$ cat src/rtl/csa_32.sv
// csa_32: registered 32-bit carry-select adder; ripple blocks of BLOCK_WIDTH bits, upper blocks precompute both carries
module csa_32 #(
    parameter int BLOCK_WIDTH = 4
) (
    input  logic        clk,
    input  logic        rst,
    input  logic [31:0] a,
    input  logic [31:0] b,
    input  logic        cin,
    output logic [31:0] s,
    output logic        cout
);
    localparam int NB = 32 / BLOCK_WIDTH;
    logic [NB:0] c;
    logic [31:0] sum, s_d, s_q;
    logic        cout_d, cout_q;
    assign c[0] = cin;
    genvar i, j;
    generate
        if (32 % BLOCK_WIDTH != 0) begin : g_bad
            $error("csa_32: BLOCK_WIDTH must divide 32");
        end
        for (i = 0; i < NB; i++) begin : g_blk
            logic [BLOCK_WIDTH-1:0] p, g;
            assign p = a[i*BLOCK_WIDTH +: BLOCK_WIDTH] ^ b[i*BLOCK_WIDTH +: BLOCK_WIDTH];
            assign g = a[i*BLOCK_WIDTH +: BLOCK_WIDTH] & b[i*BLOCK_WIDTH +: BLOCK_WIDTH];
            if (i == 0) begin : g_lo
                logic [BLOCK_WIDTH:0] k;
                assign k[0] = c[0];
                for (j = 0; j < BLOCK_WIDTH; j++) begin : g_fa
                    assign k[j+1] = g[j] | (p[j] & k[j]);
                end
                assign sum[i*BLOCK_WIDTH +: BLOCK_WIDTH] = p ^ k[BLOCK_WIDTH-1:0];
                assign c[i+1] = k[BLOCK_WIDTH];
            end else begin : g_hi
                // both carry-in cases ripple in parallel; the real block carry only drives the muxes
                logic [BLOCK_WIDTH:0] k0, k1;
                assign k0[0] = 1'b0;
                assign k1[0] = 1'b1;
                for (j = 0; j < BLOCK_WIDTH; j++) begin : g_fa
                    assign k0[j+1] = g[j] | (p[j] & k0[j]);
                    assign k1[j+1] = g[j] | (p[j] & k1[j]);
                end
                assign sum[i*BLOCK_WIDTH +: BLOCK_WIDTH] = c[i] ? p ^ k1[BLOCK_WIDTH-1:0] : p ^ k0[BLOCK_WIDTH-1:0];
                assign c[i+1] = c[i] ? k1[BLOCK_WIDTH] : k0[BLOCK_WIDTH];
            end
        end
    endgenerate
    always_comb begin
        s_d    = sum;
        cout_d = c[NB];
    end
    always_ff @(posedge clk or posedge rst) begin
        if (rst) begin
            s_q    <= '0;
            cout_q <= 1'b0;
        end else begin
            s_q    <= s_d;
            cout_q <= cout_d;
        end
    end
    assign s    = s_q;
    assign cout = cout_q;
endmodule

$ cat config.mk
export PLATFORM = sky130hd
export DESIGN_NAME = csa_32
export DESIGN_NICKNAME = d
export VERILOG_FILES = /design/src/rtl/csa_32.sv
export SDC_FILE = /design/constraint.sdc
export NUM_CORES = 1
export LEC_CHECK = 0
export ABC_AREA = 0
export CAP_MARGIN = 0
export CORE_MARGIN = 2
export CORE_UTILIZATION = 40
export CTS_CLUSTER_SIZE = 25
export DETAILED_ROUTE_END_ITERATION = 7
export HOLD_SLACK_MARGIN = 0.15
export PLACE_DENSITY_LB_ADDON = 0.2
export SETUP_SLACK_MARGIN = 0.02
export SYNTH_ARGS = -nofsm -noshare
export SYNTH_HDL_FRONTEND = slang
export SYNTH_SLANG_ARGS = --single-unit
$ cat constraint.sdc
create_clock -name clk -period 1.4 [get_ports clk]
set_input_delay 0.35 -clock clk [delete_from_list [all_inputs] [get_ports clk]]
set_output_delay 0.35 -clock clk [all_outputs]
set_load 0.02 [all_outputs]
==> metrics.md <==
| Metric | Value |
|---|---|
| Count leader, synth | `dfrtp_1` |
| Final cycle utilization of the critical path | `5.886` |
| Placed cell area | `between 0.003 and 0.004 mm2` |
| Final Max Tran Viols | `0` |
| Max-cap violations | `0` |
| CTS Root Buffer Type | `clkbuf_8` |
| Io pins | `100` |
| Die Wd | `73.63 um` |
| Initial antenna violation count | `0` |
| Multi-input logic area | `around 0.0012 mm2` |
| Crit path required time | `1.62 ns` |
| Number of synthesized flops with an enable pin | `0` |
| Final hold vios | `0` |
| Grt total ovfl | `0` |
| Unrepaired setup endpoints after global routing | `true` |
| CP startpoint kind | `input pin` |
| Drt first pass iters | `4` |
| Die span in y | `73.63 um` |
| Clock sink count | `33` |
| Final setup TNS | `-111.16 ns` |
| Critical Path AT | `8.46 ns` |
| Final GP Congestion | `0.7265` |
| IO Port Bufs | `99` |
| Endpoints failing setup | `30` |
| Crit path from | `a[0]` |
| Minimum clock period after layout | `8.240 ns` |
| Primary FF master, synth | `dfrtp_1` |
| Core Region | `0.004692 mm2` |
| Crit-path slowest cell | `fa_2` |
| Clock transition at the registers of the reported paths | `0.07 ns` |
| Worst Setup End Kind | `flip-flop` |
| Wire per inst | `13.66 um` |
| IR drop worst, VDD | `between 0.0004 and 0.0005 V` |
| Worst hold-check slack | `0.3806 ns` |
| Slew @ Worst Pin | `0.2854 ns` |
| H-tree depth | `2` |
| Slew headroom | `0.8097` |
| Vias per inst | `4.515` |
| Final instance area | `0.003682 mm2` |
| Initial Util | `0.4133` |
| Vias in the first global route | `~1700` |
| TritonCTS Buffers | `5` |
| Drt drc | `0` |
| Most used cell, CP | `fa_2` |
| Netlist Area Pre-Place | `0.001939 mm2` |
| Nets | `426` |
| Synth area leaders | `dfrtp_1 43%, ha_1 18%, fa_1 11%` |
| Status | `complete, but fails checks` |
| Antenna Nets Post-Route | `0` |
| Top cell type's share of synthesized area | `0.4258` |
| Net Count, Synth | `266` |
| Cell Pwr Density | `944.0 mW/mm2` |
| Number of diodes | `0` |
| Synth unique cells | `21` |
| Mapped Avg Cell Area | `12.12 um2` |
| Register area share after synthesis | `0.4258` |
| Share of cells above drive strength 1 | `0.3240` |
| Hpwl dp | `3581 um` |
| Fillers | `297` |
| Largest fanout on the critical path | `2` |
| Clock buffer depth | `2` |
| # rows | `25` |
| Largest net degree at the start of global routing | `23` |
| Layout area overhead | `89.87%` |
| Post-Syn Instances | `160` |
| Failing checks | `setup timing` |
| Seq cells post-synth | `33` |
| Critical path type | `in -> reg` |
| Lkg Pwr | `~1.8 nW` |
| Max Clock Freq | `121.4 MHz` |
| Post-synth top area cell | `dfrtp_1` |
| Final Util | `0.7848` |
| Tot GR Track Use | `0.1915` |
| Vias post-DR | `1693` |
| First-pass GRT wire length | `slightly below 8000 um` |
| CTS tree | `yes` |
| Die area | `0.005421 mm2` |
| Synth Warn # | `0` |
| Post-route setup slack | `-6.840 ns` |
| Post-CTS Hold Fix Bufs | `0` |
| Max incr delay on CP | `0.46 ns` |
| Placed insts | `between 300 and 400` |
| Synth top cells by count | `33 x dfrtp_1, 29 x inv_1, 28 x ha_1` |
| Hold Crit Class | `in -> async` |
| Starting DRT DRC Count | `19` |
| Register Area | `825.8 um2` |
| Async S/R FF share, synth | `1.000` |
| Final WL | `5121 um` |
| Finished Layout Cells | `375` |
[cell type report]
class	instances	share of cell area
Timing Repair Buffer	153	0.3826
Multi-Input combinational cell	98	0.3180
Sequential cell	33	0.2243
Inverter	29	0.03500
Clock buffer	8	0.02175
Tap cell	54	0.01835
[kinds of logic (layout without fill, tap and decap cells)]
family          count (synthesis)  in the layout  share of synthesized area
flops                          33             33                     0.4258
fa+ha+maj                      39             39                     0.2942
xor+xnor                       20             20                    0.09032
compound gates                 15             15                    0.07032
simple gates                   24             24                    0.06323
buf+inv                        29            190                    0.05613
[timing repair]
action                                  4_1_cts  5_1_grt
buffers inserted                             20       11
hold endpoints to repair                      0        0
pin swaps                                    32        3
endpoints found under the setup margin       66       31
resized for setup                            79       11
[worst max path at each step]
stage	to	slack (ns)	cells after the start
2_1_floorplan	s[31]	-6.87	35
3_3_place_gp	s[31]	-7.43	36
3_5_place_dp	s[31]	-7.60	36
4_1_cts	s[31]	-6.70	36
5_1_grt	s[31]	-7.10	36
6_report	s[31]	-6.84	36
[metrics by stage]
step	worst slack, ns	total power [mW]
2_1_floorplan	-6.872	1.927
3_3_place_gp	-7.429	2.716
3_5_place_dp	-7.599	2.747
4_1_cts	-6.701	3.412
5_1_grt	-7.100	3.684
6_report	-6.840	3.476
[flip-flops by register name (all words and copies together) (netlist names)]
register	count
cout	1
s	32
[worst max-delay path, delay by kind of cell]
| family | cells | cell delay [ns] |
|---|---|---|
| compound gates | 13 | 1.98 |
| fa+ha+maj | 11 | 3.80 |
| buf+inv | 4 | 0.25 |
| simple gates | 8 | 2.09 |
[placed cells by master, fill, tap and decap left out, drive strengths merged]
cell type / Yosys / final
a21oi: 1 / 1
nor2: 2 / 2
o211a: 1 / 1
nor2b: 2 / 2
clkbuf: 0 / 8
and2: 1 / 1
fa: 11 / 11
dfrtp: 33 / 33
ha: 28 / 28
a211oi: 1 / 1
buf: 0 / 57
xor2: 8 / 8
a31o: 1 / 1
or2: 6 / 6
dlygate4sd2: 0 / 35
o21ai: 1 / 1
nand2: 12 / 12
clkdlybuf4s50: 0 / 61
a31oi: 5 / 5
inv: 29 / 29
or3: 1 / 1
xnor2: 12 / 12
o21bai: 5 / 5
[where the power goes]
part           internal (mW)  switching (mW)
Clock                  0.353           0.323
Sequential              1.15          0.0441
Combinational          0.850           0.754
Total                   2.35            1.12
[layer usage]
layer	wire length, um	share of wire	track usage
met1	1747	0.34	0.2058
met5	0	0	0
met3	365	0.071	0.05761
met2	2877	0.56	0.3512
met4	131	0.026	0.06869
(Power assumes the default switching activity.)
